$ cat src/rtl/stage_sequencer_pkg.sv
// ----------------------------------------------------------------------------
// stage_sequencer_pkg
// Shared types and helpers for the stage sequencer:
//   seq_state_t : sequencer state encoding (IDLE, CMD, RUN, DONE)
//   pass_len()  : number of serial cycles in one pass (narrow or wide)
// ----------------------------------------------------------------------------
package stage_sequencer_pkg;

  typedef enum logic [1:0] {
    SEQ_ST_IDLE = 2'd0,
    SEQ_ST_CMD  = 2'd1,
    SEQ_ST_RUN  = 2'd2,
    SEQ_ST_DONE = 2'd3
  } seq_state_t;

  // A wide pass moves a double-width operand through the NSHIFT-bit datapath.
  function automatic int pass_len(input int reg_bits, input int nshift, input logic wide);
    return wide ? (2 * reg_bits) / nshift : reg_bits / nshift;
  endfunction

endpackage

$ cat src/rtl/stage_sequencer_pass_counter.sv
// ----------------------------------------------------------------------------
// stage_sequencer_pass_counter
// Holds the in-pass cycle counter and the completed-pass count of the current
// stage.
//   clk, reset : clock, asynchronous active-low reset
//   load       : start of an instruction, clears counter and pass
//   advance    : one serial cycle executed
//   wide       : selects the long pass length
//   pass_inc   : on wrap, count another pass of the same stage (else clear)
//   wrap       : counter is on the final cycle of the pass
//   counter    : cycle within the pass
//   pass       : passes completed in the current stage
// ----------------------------------------------------------------------------
module stage_sequencer_pass_counter
  import stage_sequencer_pkg::*;
#(
  parameter int NSHIFT      = 2,
  parameter int REG_BITS    = 8,
  parameter int REPEAT_BITS = 3
) (
  input  logic                                   clk,
  input  logic                                   reset,
  input  logic                                   load,
  input  logic                                   advance,
  input  logic                                   wide,
  input  logic                                   pass_inc,
  output logic                                   wrap,
  output logic [$clog2(2*REG_BITS/NSHIFT)-1:0]   counter,
  output logic [REPEAT_BITS-1:0]                 pass
);

  assign wrap = (int'(counter) == pass_len(REG_BITS, NSHIFT, wide) - 1);

  // NOTE: sequential state uses non-blocking assignments so every register
  // samples the pre-edge values of the others, independent of block order.
  always_ff @(posedge clk or negedge reset) begin
    if (!reset) begin
      counter <= '0;
      pass    <= '0;
    end else if (load) begin
      counter <= '0;
      pass    <= '0;
    end else if (advance) begin
      if (wrap) begin
        counter <= '0;
        // Moving to a new stage starts its pass count from zero.
        pass    <= pass_inc ? pass + 1'b1 : '0;
      end else begin
        counter <= counter + 1'b1;
      end
    end
  end

endmodule

$ cat src/rtl/stage_sequencer.sv
// ----------------------------------------------------------------------------
// stage_sequencer
// Steps one instruction through up to NUM_STAGES bit-serial stages. Each
// masked stage runs (1 + stage_repeat[i]) passes; a pass may first issue a TX
// command and may be paced by TX data consumption and RX data arrival.
// Outstanding read commands are counted in reads_pending.
//   clk, reset            : clock, asynchronous active-low reset
//   inst_valid, stage_*   : instruction and per-stage controls, held until inst_done
//   wide                  : long pass length
//   ext_wait, abort       : external stall, synchronous cancel
//   tx_command_*          : command handshake towards TX
//   tx_data_next          : TX consumes data this cycle
//   rx_data_valid, rx_done: reply data present / last reply cycle
//   stage, pass, counter  : position within the instruction
//   advance, first_cycle, last_cycle : ALU enable and pass boundary markers
//   inst_done             : one-cycle completion pulse
//   reads_pending         : outstanding read commands
// ----------------------------------------------------------------------------
module stage_sequencer
  import stage_sequencer_pkg::*;
#(
  parameter int NSHIFT      = 2,
  parameter int REG_BITS    = 8,
  parameter int NUM_STAGES  = 4,
  parameter int REPEAT_BITS = 3,
  parameter int MAX_READS   = 2
) (
  input  logic                                  clk,
  input  logic                                  reset,
  input  logic                                  inst_valid,
  input  logic [NUM_STAGES-1:0]                 stage_mask,
  input  logic [NUM_STAGES*REPEAT_BITS-1:0]     stage_repeat,
  input  logic [NUM_STAGES-1:0]                 stage_send,
  input  logic [NUM_STAGES-1:0]                 stage_read,
  input  logic [NUM_STAGES-1:0]                 stage_wait_rx,
  input  logic                                  wide,
  input  logic                                  ext_wait,
  input  logic                                  abort,
  output logic                                  tx_command_valid,
  output logic                                  tx_command_is_read,
  input  logic                                  tx_command_started,
  input  logic                                  tx_data_next,
  input  logic                                  rx_data_valid,
  input  logic                                  rx_done,
  output logic [$clog2(NUM_STAGES)-1:0]         stage,
  output logic [REPEAT_BITS-1:0]                pass,
  output logic [$clog2(2*REG_BITS/NSHIFT)-1:0]  counter,
  output logic                                  advance,
  output logic                                  first_cycle,
  output logic                                  last_cycle,
  output logic                                  inst_done,
  output logic [$clog2(MAX_READS+1)-1:0]        reads_pending
);

  localparam int STAGE_W = $clog2(NUM_STAGES);
  localparam int RD_W    = $clog2(MAX_READS + 1);
  localparam logic [RD_W-1:0] READS_FULL = RD_W'(MAX_READS);

  seq_state_t         state, state_d;
  logic [STAGE_W-1:0] stage_d, first_idx, next_idx;
  logic               first_found, next_found;
  logic [RD_W-1:0]    pending_d;
  logic               valid_d, is_read_d, done_d;
  logic               load, wrap, pass_inc, stall, cmd_fire, read_fire;
  logic [REPEAT_BITS-1:0] repeat_cur;

  assign repeat_cur = stage_repeat[int'(stage)*REPEAT_BITS +: REPEAT_BITS];
  assign pass_inc   = (pass < repeat_cur);

  assign stall = ext_wait
               | (stage_wait_rx[stage] & ~rx_data_valid)
               | (stage_send[stage] & ~tx_data_next);

  assign advance     = (state == SEQ_ST_RUN) & ~stall;
  assign first_cycle = advance & (counter == '0);
  assign last_cycle  = advance & wrap;

  assign cmd_fire  = (state == SEQ_ST_CMD) & tx_command_valid & tx_command_started;
  assign read_fire = cmd_fire & stage_read[stage] & (reads_pending != READS_FULL);

  // Lowest set mask bit overall, and lowest set bit above the current stage.
  // The loop runs downwards so the last hit is the lowest index.
  always_comb begin
    first_found = 1'b0;
    first_idx   = '0;
    next_found  = 1'b0;
    next_idx    = '0;
    for (int i = NUM_STAGES - 1; i >= 0; i--) begin
      if (stage_mask[i]) begin
        first_found = 1'b1;
        first_idx   = STAGE_W'(i);
      end
      if (stage_mask[i] && (i > int'(stage))) begin
        next_found = 1'b1;
        next_idx   = STAGE_W'(i);
      end
    end
  end

  // NOTE: every variable written here gets a default first, so no path leaves
  // one unassigned and no latch is inferred.
  always_comb begin
    state_d = state;
    stage_d = stage;
    load    = 1'b0;
    done_d  = 1'b0;
    if (abort) begin
      state_d = SEQ_ST_IDLE;
    end else begin
      unique case (state)
        SEQ_ST_IDLE: begin
          if (inst_valid) begin
            load = 1'b1;
            if (first_found) begin
              stage_d = first_idx;
              state_d = stage_send[first_idx] ? SEQ_ST_CMD : SEQ_ST_RUN;
            end else begin
              state_d = SEQ_ST_DONE;
              done_d  = 1'b1;
            end
          end
        end
        SEQ_ST_CMD: begin
          if (cmd_fire) state_d = SEQ_ST_RUN;
        end
        SEQ_ST_RUN: begin
          if (advance && wrap) begin
            if (pass_inc) begin
              state_d = stage_send[stage] ? SEQ_ST_CMD : SEQ_ST_RUN;
            end else if (next_found) begin
              stage_d = next_idx;
              state_d = stage_send[next_idx] ? SEQ_ST_CMD : SEQ_ST_RUN;
            end else begin
              state_d = SEQ_ST_DONE;
              done_d  = 1'b1;
            end
          end
        end
        SEQ_ST_DONE: state_d = SEQ_ST_IDLE;
        default:     state_d = SEQ_ST_IDLE;
      endcase
    end
  end

  // Read accounting ignores abort so replies to cancelled reads still drain it.
  always_comb begin
    pending_d = reads_pending;
    if (read_fire && !rx_done)
      pending_d = reads_pending + 1'b1;
    else if (rx_done && !read_fire && (reads_pending != '0))
      pending_d = reads_pending - 1'b1;
  end

  // The command request is registered, so it is computed from next-cycle state.
  assign is_read_d = (state_d == SEQ_ST_CMD) & stage_read[stage_d];
  assign valid_d   = (state_d == SEQ_ST_CMD) & ~ext_wait
                   & ~(stage_read[stage_d] & (pending_d == READS_FULL));

  always_ff @(posedge clk or negedge reset) begin
    if (!reset) begin
      state              <= SEQ_ST_IDLE;
      stage              <= '0;
      inst_done          <= 1'b0;
      tx_command_valid   <= 1'b0;
      tx_command_is_read <= 1'b0;
      reads_pending      <= '0;
    end else begin
      state              <= state_d;
      stage              <= stage_d;
      inst_done          <= done_d;
      tx_command_valid   <= valid_d;
      tx_command_is_read <= is_read_d;
      reads_pending      <= pending_d;
    end
  end

  stage_sequencer_pass_counter #(
    .NSHIFT      (NSHIFT),
    .REG_BITS    (REG_BITS),
    .REPEAT_BITS (REPEAT_BITS)
  ) u_pass_counter (
    .clk      (clk),
    .reset    (reset),
    .load     (load),
    .advance  (advance),
    .wide     (wide),
    .pass_inc (pass_inc),
    .wrap     (wrap),
    .counter  (counter),
    .pass     (pass)
  );

endmodule

$ cat config.mk
export PLATFORM = sky130hd
export DESIGN_NAME = stage_sequencer
export DESIGN_NICKNAME = d
export VERILOG_FILES = /design/src/rtl/stage_sequencer_pkg.sv /design/src/rtl/stage_sequencer_pass_counter.sv /design/src/rtl/stage_sequencer.sv
export SDC_FILE = /design/constraint.sdc
export NUM_CORES = 1
export LEC_CHECK = 0
export ABC_AREA = 1
export CAP_MARGIN = 20
export CORE_MARGIN = 2
export CORE_UTILIZATION = 49
export DETAILED_ROUTE_END_ITERATION = 8
export PLACE_DENSITY = 0.85
export SYNTH_ARGS = -nofsm -noshare
export SYNTH_HDL_FRONTEND = slang
export SYNTH_SLANG_ARGS = --single-unit
$ cat constraint.sdc
create_clock -name clk -period 4.9 [get_ports clk]
set_input_delay 0.49 -clock clk [delete_from_list [all_inputs] [get_ports clk]]
set_output_delay 0.49 -clock clk [all_outputs]
set_load 0.03 [all_outputs]
# Yosys cells after proc, flatten, opt, wreduce, memory -nomap -nowiden
# Cells that the tools add are included.
[word_totals] register_bits=15 latch_bits=0 ramBits=0 rom_bits=0 in_bits=38 out_inout_bits=16 wordCells=129 mem_count=0
[op_classes] addsub=5 multipliers=1 div=0 magnitude_cmp=8 n_eq_ne=7 n_shift=1 muxes=64 bitwise_logic=20 reduce_logical=15
[op_table] operator="two-way mux 2 bit" count=25
[op_table] operator="equality test 4 x 32 -> 1 bit" count=1
[op_table] operator="subtractor 32 x 2 -> 32 bit (second input constant)" count=1
[op_table] operator="two-way mux 1 bit" count=22
[op_table] operator="two-way mux 3 bit" count=7
[op_table] operator="AND 1 bit" count=13
[op_table] operator="binary-select mux 1 bit (select 2 bit)" count=6
[op_table] operator="< comparator 2 x 3 -> 1 bit (second input constant)" count=4
[op_table] operator="indexed part select 12 x 5 -> 3 bit" count=1
[op_table] operator="case mux 2 bit (4 select lines)" count=1
[op_table] operator="logical AND 1 bit" count=7
[op_table] operator="adder 3 x 1 -> 3 bit (second input constant)" count=2
[op_table] operator="equality test 2 bit (second input constant)" count=3
[op_table] operator="nonzero test 2 bit" count=3
[op_table] operator="inverter 1 bit" count=5
[op_table] operator="equality test 2 x 1 -> 1 bit (second input constant)" count=2
[op_table] operator="greater-than comparator 2 bit (first input constant)" count=2
[op_table] operator="multiplier 2 x 2 -> 4 bit (second input constant)" count=1
[op_table] operator="two-way mux 4 bit" count=1
[op_table] operator="case mux 2 bit (2 select lines)" count=1
[op_table] operator="zero test 3 bit" count=1
[op_table] operator="< comparator 3 bit" count=1
[op_table] operator="adder 2 x 1 -> 2 bit (second input constant)" count=1
[op_table] operator="greater-than comparator 1 x 2 -> 1 bit (first input constant)" count=1
[op_table] operator="7 further kinds" count=9

# Logic depth before layout (Yosys ltp)
# Gate-level depths: netlist (run 1).
[logic_depth] word_depth=16 depth_mapped=24 mapped_depth_nobuf=23

# By module
# From an unflattened synthesis (run 1), not the netlist that was laid out.
[hier_totals] cells_unflattened=246 area_unflattened_um2=1564.0
[modules_own_cells] mod="stage_sequencer" n_inst=1 cells_per_inst=202 area_each_um2=1209.9 seq_area_each_um2=225.2
[modules_own_cells] mod="stage_sequencer_pass_counter" n_inst=1 cells_per_inst=44 area_each_um2=354.1 seq_area_each_um2=150.1

# Least setup slack after synthesis (run 1)
# OpenSTA, ideal clock, no wires.
[synth_path] kind="register -> register" start="register stage[1]" end="register tx_command_is_read" setup_ps=120 t_arrival_ps=2382 t_required_ps=4780 setup_slack_ps=2398 stages_incl_launch_ff=19 path_buffers=1 period_less_slack_ps=2502 cell_sequence="dfrtp_1 buf_4 nand2_1 clkinv_1 nand2_1 o211ai_1 inv_1 ha_1 a21oi_1 nand2_4 nand3_2 nand2_1 nand3_1 nand2_1 nand2_2 nand2_2 nand2_1 nand3_1 and3_1"
[synth_between] elab_chain_len=15 word_cells_on_any_way=46 cone_classes="1 x mul; 4 x order compare; 1 x eq/ne; 1 x shift; 28 x mux; 7 x bitwise; 4 x reduce/logical"
[synth_lines] element="from (decl)" line="stage_sequencer.sv:45" rtl="output logic [$clog2(NUM_STAGES)-1:0] stage,"
[synth_lines] element="from (signal assigned)" line="stage_sequencer.sv:169" rtl="stage <= stage_d;"
[synth_lines] element="branches (longest 14 deep; another with multiplier 2 x 2 -> 4 bit)"
[synth_lines] element="AND 1 bit *" line="stage_sequencer.sv:155" rtl="assign is_read_d = (state_d == SEQ_ST_CMD) & stage_read[stage_d];"
[synth_lines] element="via is_read_d" line="stage_sequencer.sv:63" rtl="logic valid_d, is_read_d, done_d;"
[synth_lines] element="to (signal assigned)" line="stage_sequencer.sv:172" rtl="tx_command_is_read <= is_read_d;"
[synth_lines] element="to (decl)" line="stage_sequencer.sv:40" rtl="output logic tx_command_is_read,"
# Mark *: on every way through the listed nets, which the timed path passes. The select of a mux whose other input is x is not followed.
# A chain may end at the register's enable or synchronous reset.

# Worst setup path in the final report (run 1)
[layout_path] start="register stage[0]" end="output advance"
[layout_between] elab_chain_len=7 word_cells_on_any_way=10 cone_classes="4 x mux; 6 x bitwise"
[layout_lines] element="binary-select mux 1 bit (select 2 bit)" line="stage_sequencer.sv:71" rtl="| (stage_wait_rx[stage] & ~rx_data_valid)"
[layout_lines] element="two-way mux 1 bit (not written as such)" line="stage_sequencer.sv:71"
[layout_lines] element="AND 1 bit" line="stage_sequencer.sv:71"
[layout_lines] element="OR 1 bit" line="stage_sequencer.sv:71"
[layout_lines] element="OR 1 bit *" line="stage_sequencer.sv:72" rtl="| (stage_send[stage] & ~tx_data_next);"
[layout_lines] element="inverter 1 bit *" line="stage_sequencer.sv:74" rtl="assign advance = (state == SEQ_ST_RUN) & ~stall;"
[layout_lines] element="AND 1 bit *" line="stage_sequencer.sv:74"
[layout_lines] element="to (decl)" line="stage_sequencer.sv:48" rtl="output logic advance,"
# Mark *: on every way between the ends. The rest lies on a longest branch, timed or not. The select of a mux whose other input is x is not followed.

==> results of run 1 <==
## state kept, by name (all words and copies together) (netlist names)
register                flops
tx_command_valid            1
state                       2
inst_done                   1
stage                       2
tx_command_is_read          1
reads_pending               2
u_pass_counter.pass         3
u_pass_counter.counter      3
## metal layers
layer	up-vias	share of wire [%]	GRT usage [%]
met5	-	0	0
met4	0	1.8	4.97
met3	9	6.8	4.05
met2	61	48	40.9
met1	754	44	26.6
li1	867	-	-
## report_power, final
| group | internal (mW) | switching, mW | total, mW |
|---|---|---|---|
| clock network | 0.0303 | 0.0412 | 0.0715 |
| logic | 0.164 | 0.252 | 0.415 |
| registers | 0.146 | 0.0388 | 0.185 |
## worst max-delay path by stage
stage / from / endpoint / slack (ps) / cells after the start
final: stage[0]$_DFF_PN0_ / advance / 1870 / 9
after global routing: stage[0]$_DFF_PN0_ / advance / 1710 / 9
after CTS: stage[0]$_DFF_PN0_ / advance / 1840 / 9
after detailed placement: wide / last_cycle / 1930 / 7
after global placement: wide / last_cycle / 2010 / 7
after floorplan: stage[1]$_DFF_PN0_ / tx_command_is_read$_DFF_PN0_ / 2400 / 18
## cell usage after synthesis, drive strengths merged
| cell type | instances |
|---|---|
| a211oi | 1 |
| a21oi | 7 |
| a31oi | 1 |
| a32o | 2 |
| and3 | 1 |
| buf | 3 |
| clkinv | 1 |
| dfrtp | 15 |
| ha | 7 |
| inv | 46 |
| mux2 | 1 |
| nand2 | 77 |
| nand3 | 19 |
| nand3b | 1 |
| nand4 | 2 |
| nor2 | 22 |
| nor3 | 8 |
| o211ai | 5 |
| o21a | 1 |
| o21ai | 16 |
| o22ai | 1 |
| or2 | 1 |
| xor2 | 2 |
## critical path, stage by stage (launching register included)
cell             delay (ps)
dfrtp_1                 660
inv_2                   230
nand2_2                 110
nand2_2                  50
nand2_2                  80
nand2_1                  90
nand2_2                  90
inv_1                    70
nor2_4                  180
clkdlybuf4s50_1         700
## stage by stage
step	instance area, µm²	power (mW)	util (%)
floorplan	1570	0.483	-
detailed placement	2130	0.602	69.7
global placement	2130	0.592	69.7
finish	2150	0.671	70.6
global route	2150	0.733	70.6
CTS	2150	0.675	70.6
## logic make-up after synthesis
family | count (synthesis)
mux | 1
flops | 15
compound gates | 34
xor+xnor | 2
fa+ha+maj | 7
buf+inv | 50
simple gates | 131
## layout make-up
class | instances | area [µm²]
clock buffers | 3 | 22.5
clock inverters | 1 | 5.00
fillers | 282 | 898
inverters | 47 | 179
multi-input cells | 175 | 987
flip-flops and latches | 15 | 375
well taps | 44 | 55.1
repair buffers | 53 | 531
==> metrics.cfg, run 1 <==
[cells_and_area]
layout_common_cells=nand2_1 (64), clkdlybuf4s50_1 (53), inv_1 (41), nor2_1 (20), dfrtp_1 (15)
diodes=0
drive_gt1_share_pct=12.2
fin_cells=338
final_nets=340
final_common_cell=nand2_1
areaGrowthSynthToFinish_pct=37.1

[clock_network]
cts_max_path_buffers=2
clock-sinks=15
ctsHoldBuffers=0
clock_latency_ps=280
cts_tree=built
cts-buffers-inserted=3
htreeDepth=1
clock-root-buffer=clkbuf_4
cts_setup_buffers=0
clkTransAtPathRegs_ps=90
cts.repair.resized=0

[floorplanning]
rows=20
die_w_um=60.6
core_um2=3050
die-height_um=60.6
dieArea_um2=3680
ios=54
initial_core_util_pct=51.5

[job]
cap_violations=0

[global_route]
groute.usage.overall_pct=22.1
grt_pass1_vias=1531
grt_max_degree=16
antenna_found_initial=0
grt_pass1_wl_um=6200
overflow=0

[yosys]
synth_seq_area_share_pct=23.9
synth-xor-area-share_pct=1.11
yosysUniqueCellTypes=36
synth_compound_area_share_pct=14.2
synth_area_leaders=dfrtp_1 (24%), nand2_1 (15%), inv_1 (9.8%)
synth_area_um2=1570
synth_mux_area_share_pct=0.717
synth_fp_nets=285
synth_simple_gate_area_share_pct=41.2
yosysWarningCount=0
yosysTopAreaCellShare_pct=23.9
synth_top_family_by_area=simple AND/OR/NAND/NOR gates
synth_cells=240
syn_area_per_cell_um2=6.55
yosys.area.top_type=dfrtp_1
ys_ff_latch=15
synth_fa_ha_area_share_pct=5.57

[power]
p_leak_nw=1.10
peakVddDrop_v=0.000234
power.density_nw_per_um2=312

[setup_path]
rrSetupSlack_ps=2160
r2r-end=tx_command_is_read$_DFF_PN0_
r2r_start=stage[1]$_DFF_PN0_
end_kind=output pin
critPathLaunchType=register
worstPathArrival_ps=2540
r2r_cells=17
crit_type=register to output pin
crit_fanout=15
cp_data_required_time_ps=4410

[routing]
wirelength_um=3850
dr.pass1.iters=4
viasPerCell=5.00
vias=1691
wl_per_cell_um=11.4
ant_nets=0
drt-initial-drc-count=30
drc_errors=0

[placed_design]
hpwl_um=3140
post-place-cells=334
globalplace.congestion=0.932
port_buffers=53
place_ws_ps=1930

[timing]
worst-slew-pin-transition_ps=695
fin_crit_sh_pct=61.8
max_freq_mhz=330
hold_viol_final=0
finalSetupViolCount=0
rsz0062_at_grt=no
skew_ps=2.36
hold_ws_ps=610
finalMaxSlewViolations=0
slew_headroom_pct=53.5
timing.final.crit_period_ps=3030
setup_ws_ps=1870
tns_ps=0

[min_path]
whs_path_depth=1
hold_class=register to register
holdPathEnd=u_pass_counter.pass[1]$_DFFE_PN0P_
hp-start=u_pass_counter.pass[1]$_DFFE_PN0P_

[run_status]
run_status=finished, final reports clean

No activity file was read; power rests on OpenSTA's default activity.
==> run 2: changes to the inputs <==
--- a/config.mk
+++ b/config.mk
@@ -8,9 +8,9 @@
 export ABC_AREA = 1
 export CAP_MARGIN = 20
 export CORE_MARGIN = 2
-export CORE_UTILIZATION = 49
+export CORE_UTILIZATION = 46
 export DETAILED_ROUTE_END_ITERATION = 8
-export PLACE_DENSITY = 0.85
+export PLACE_DENSITY = 0.8
 export SYNTH_ARGS = -nofsm -noshare
 export SYNTH_HDL_FRONTEND = slang
 export SYNTH_SLANG_ARGS = --single-unit
==> constraint.sdc (replaced) <==
create_clock -name clk -period 2.9 [get_ports clk]
set_input_delay 0.29 -clock clk [delete_from_list [all_inputs] [get_ports clk]]
set_output_delay 0.29 -clock clk [all_outputs]
set_load 0.03 [all_outputs]
==> run 2 against run 1 <==
Via count is 3.2% lower. Clock skew is 0.58 ps lower. Hold slack worse by 200 ps. Critical path type unchanged.
==> metrics.cfg, run 2 (same netlist as run 1, synthesis figures left out) <==
[run_status]
run_status=finished, final reports clean

[placed_design]
port_buffers=53
globalplace.congestion=0.843
hpwl_um=3130

[clock_network]
cts_setup_buffers=0
cts-buffers-inserted=3
clkTransAtPathRegs_ps=90
clock-root-buffer=clkbuf_4
clock-sinks=15
ctsHoldBuffers=0
clock_latency_ps=280
htreeDepth=1
cts_tree=built
cts_max_path_buffers=2

[power]
pwr-share-comb_pct=63.2
p_int_mw=0.581
switching_share_pct=49.3
power.density_nw_per_um2=529
peakVddDrop_v=0.000463
p_total_mw=1.14
clkPwrFrac_pct=10.6
power_switching_mw=0.564
p_leak_nw=1.10
p_seq_share_pct=26.2

[floorplanning]
initial_core_util_pct=47.5
rows=21
ios=54
die-height_um=62.5
core_um2=3310
die_w_um=62.5
dieArea_um2=3900

[cells_and_area]
reg_top3=u_pass_counter.counter (3), u_pass_counter.pass (3)
final_util_pct=65.4
areaGrowthSynthToFinish_pct=37.8
drive_gt1_share_pct=12.9
diodes=0
final_nets=341
final_common_cell=nand2_1
layout_common_cells=nand2_1 (64), clkdlybuf4s50_1 (53), inv_1 (41), nor2_1 (20)

[setup_path]
cp_data_required_time_ps=2610
worstPathArrival_ps=2400
critPathLaunchType=register
crit_type=register to output pin
crit_fanout=15
end_kind=output pin

[routing]
drc_errors=0
wl_per_cell_um=11.4
vias=1637
ant_nets=0
drt-initial-drc-count=89
wirelength_um=3890
viasPerCell=4.80
dr.pass1.iters=4

[min_path]
hold_class=primary input to asynchronous set/reset pin

[global_route]
grt_max_degree=16
groute.usage.overall_pct=21.3
antenna_found_initial=0
grt_pass1_wl_um=6840
grt_pass1_vias=1579
overflow=0

[timing]
max_freq_mhz=371
skew_ps=1.78
timing.final.crit_period_ps=2690
slew_headroom_pct=54.9
fin_crit_sh_pct=92.9
finalMaxSlewViolations=0
finalSetupViolCount=0
rsz0062_at_grt=no
hold_ws_ps=407
worst-slew-pin-transition_ps=674
tns_ps=0
hold_viol_final=0

[job]
cap_violations=0

run 2: changes by cell type in the layout (fill, tap and decap cells not counted), sizes merged:
cell | before | now
buf | 0 | 1
run 2: what timing repair did:
action	4_1_cts	5_1_grt
hold endpoints to repair	0	0
endpoints found under the setup margin	0	5
resized for setup	0	1
run 2: through the flow:
stage | std cells | area, µm² | setup WS [ps]
2_1_floorplan | 240 | 1570 | 398
3_3_place_gp | 337 | 2140 | 299
3_5_place_dp | 337 | 2140 | 232
4_1_cts | 341 | 2160 | 54.0
5_1_grt | 341 | 2170 | 50.9
6_report | 341 | 2170 | 207
run 2: critical path, stage by stage (launching register included):
cell	delay [ps]
dfrtp_2	530
inv_2	240
nand2_1	70
nand3_1	130
nand2_1	110
nand2_2	90
nand3_4	110
nor2_8	140
clkdlybuf4s50_1	690
run 2: area by class of cell:
class | count | area (µm²)
Multi-Input combinational cell | 175 | 987
Sequential cell | 15 | 377
Inverter | 47 | 179
Clock buffer | 3 | 22.5
Tap cell | 46 | 57.6
Clock inverter | 1 | 5.00
Fill cell | 304 | 1140
Timing Repair Buffer | 54 | 538
run 2: final timing paths:
check / start / endpoint / slack [ps] / cells past startpoint
setup / recovery: stage[0]$_DFF_PN0_ / last_cycle / 210 / 8
hold / removal: reset / u_pass_counter.counter[0]$_DFFE_PN0P_ / 410 / 1
setup reg to reg: stage[0]$_DFF_PN0_ / tx_command_is_read$_DFF_PN0_ / 320 / 16
hold reg to reg: u_pass_counter.counter[1]$_DFFE_PN0P_ / u_pass_counter.counter[1]$_DFFE_PN0P_ / 610 / 2
max in group asynchronous: reset / stage[0]$_DFF_PN0_ / 2030 / 1
min in group clk: u_pass_counter.counter[1]$_DFFE_PN0P_ / u_pass_counter.counter[1]$_DFFE_PN0P_ / 610 / 2
run 2: metal layers:
layer / global-route usage, % / wire (µm)
met5: 0 / 0
met4: 5.28 / 20
met3: 5.95 / 287
met2: 34.8 / 1760
met1: 27.7 / 1830
run 2: power groups by stage:
stage / Combinational [mW] / Sequential [mW] / Clock, mW
after detailed placement: 0.717 / 0.304 / 0
final: 0.723 / 0.300 / 0.121
after floorplan: 0.464 / 0.351 / 0
after CTS: 0.723 / 0.299 / 0.127
after global routing: 0.810 / 0.309 / 0.135
after global placement: 0.711 / 0.302 / 0
==> run 3: changes to the inputs <==
--- a/config.mk
+++ b/config.mk
@@ -13,4 +13,5 @@
 export PLACE_DENSITY = 0.8
 export SYNTH_ARGS = -nofsm -noshare
 export SYNTH_HDL_FRONTEND = slang
+export SYNTH_HIERARCHICAL = 1
 export SYNTH_SLANG_ARGS = --single-unit
==> run 3 against run 2 <==
Clock power about the same. Area after synthesis is 0.48% lower. Clock-buffer cell count stayed put. Cell area fell by 0.23%. Register-to-register slack improved by 40 ps. Sequential share of layout area hardly changed. First-iteration DRC count is 46% higher. Sequential power up 11%.
==> metrics.cfg, run 3 <==
[routing]
drt-initial-drc-count=130
vias=1753
viasPerCell=5.05
ant_nets=0
drc_errors=0
dr.pass1.iters=4
wirelength_um=4240
wl_per_cell_um=12.2

[yosys]
synth_fa_ha_area_share_pct=4.80
yosysMostFrequentCell=nand2_1
synth-xor-area-share_pct=1.68
synth_simple_gate_area_share_pct=43.2
synth_commonest_cells=nand2_1 (59), inv_1 (41), nor2_1 (25)
ys_ff_latch=15
synth_edf_count=0
synth_area_um2=1560
yosysTopAreaCellShare_pct=24.0
yosysUniqueCellTypes=32
synth_cells=246
synth_compound_area_share_pct=13.3
synth_area_leaders=dfrtp_1 (24%), nand2_1 (14%), inv_1 (9.8%)
syn_area_per_cell_um2=6.36
synth_top_family_by_area=simple AND/OR/NAND/NOR gates
yosysWarningCount=6
synth_mux_area_share_pct=0
synth_fp_nets=290
synth_seq_area_share_pct=24.0
yosys.area.top_type=dfrtp_1
async_flop_share_pct=100
synth_ff_type=dfrtp_1

[placed_design]
port_buffers=53
globalplace.congestion=1.03
place_ws_ps=280
dpl_cell_area_um2=2130
post-place-cells=343
hpwl_um=3510

[cells_and_area]
layout_common_cells=nand2_1 (59), clkdlybuf4s50_1 (53), inv_1 (41), nor2_1 (25), nand3_1 (20)
diodes=0
final_common_cell=nand2_1
fin_cells=347
fin_area_um2=2160
final_nets=346
reg_top3=u_pass_counter/counter (3), u_pass_counter/pass (3)
areaGrowthSynthToFinish_pct=38.2
n_fill_cell=332
drive_gt1_share_pct=14.6

[setup_path]
end_kind=output pin
worstPathArrival_ps=2380
cp_data_required_time_ps=2610
crit_fanout=15
crit_type=register to output pin
critPathLaunchType=register

[global_route]
grt_pass1_wl_um=7340
grt_pass1_vias=1691
overflow=0
grt_max_degree=16
antenna_found_initial=0
groute.usage.overall_pct=22.9

[timing]
fin_crit_sh_pct=92.2
finalSetupViolCount=0
rsz0062_at_grt=no
finalMaxSlewViolations=0
worst-slew-pin-transition_ps=684
slew_headroom_pct=54.2
setup_ws_ps=228
skew_ps=11.5
max_freq_mhz=374
hold_viol_final=0
tns_ps=0
timing.final.crit_period_ps=2670

[floorplanning]
die-height_um=62.3
ios=54
dieArea_um2=3880
die_w_um=62.3
rows=21
initial_core_util_pct=47.2
core_um2=3310

[power]
p_leak_nw=1.11
peakVddDrop_v=0.000411
p_total_mw=1.29
power.density_nw_per_um2=597

[clock_network]
cts_max_path_buffers=2
cts-buffers-inserted=3
cts_tree=built
clkTransAtPathRegs_ps=100
cts_setup_buffers=0
clock-root-buffer=clkbuf_4
clock-sinks=15
htreeDepth=1
clock_latency_ps=290

[min_path]
hold_class=primary input to asynchronous set/reset pin

[job]
cap_violations=0

[run_status]
run_status=finished, final reports clean

[run 3: layout make-up]
type                       instances  area (µm²)  share of cell area, %
clock inverter                     1        5.00                  0.232
inverter                          47         176                   8.16
tap                               46        57.6                   2.66
sequential                        15         377                   17.4
timing repair buffer              54         538                   24.9
multi-input combinational        181         985                   45.6
clock buffer                       3        22.5                   1.04
[run 3: power by group]
group	switching [mW]	internal [mW]
clock network	0.0730	0.0512
logic	0.508	0.325
registers	0.0718	0.261
[run 3: repair_timing]
| item | CTS | global route |
|---|---|---|
| gates resized for setup | 0 | 1 |
| endpoints found under the setup margin | 0 | 5 |
| hold endpoints to repair | 0 | 0 |
| hold buffers | 0 | 0 |
[run 3: cell families (layout without fill, tap and decap cells)]
family	after synthesis	after routing
xor+xnor	3	3
simple gates	138	138
buf+inv	50	105
fa+ha+maj	6	6
flops	15	15
compound gates	34	34
[run 3: per-layer routing]
layer  GRT usage (%)  vias up  wire length, µm
met1            29.8      785             1820
met2            39.3       66             2080
met3            4.53        6              273
met4            5.28        0               57
met5               0        -                0
li1                -      896                -
[run 3: final timing paths]
check                                                    from                            endpoint  slack, ps  cells past startpoint
hold reg to reg            u_pass_counter/pass[2]$_DFFE_PN0P_  u_pass_counter/pass[2]$_DFFE_PN0P_        610                      2
setup / recovery                           stage[0]$_DFF_PN0_                         first_cycle        230                      8
setup reg to reg                           stage[0]$_DFF_PN0_        tx_command_is_read$_DFF_PN0_        360                     18
min in group clk           u_pass_counter/pass[2]$_DFFE_PN0P_  u_pass_counter/pass[2]$_DFFE_PN0P_        610                      2
hold / removal                                          reset          reads_pending[1]$_DFF_PN0_        400                      1
max in group asynchronous                               reset                  stage[0]$_DFF_PN0_       2010                      1
[run 3: worst max-delay path, cell delays in order, from the launching register on]
cell	delay [ps]
dfrtp_2	530
inv_2	240
nand2_1	100
nand3_2	80
nand2_2	70
nand2_2	70
nand3_2	100
nor4_1	190
clkdlybuf4s50_1	710
[run 3: per-stage QoR]
stage | utilization, % | hold WS, ps
final | 65.3 | 403
after global routing | 65.3 | 455
after CTS | 65.2 | 435
after detailed placement | 64.4 | 577
after global placement | 64.4 | 560
after floorplan | - | -5.59
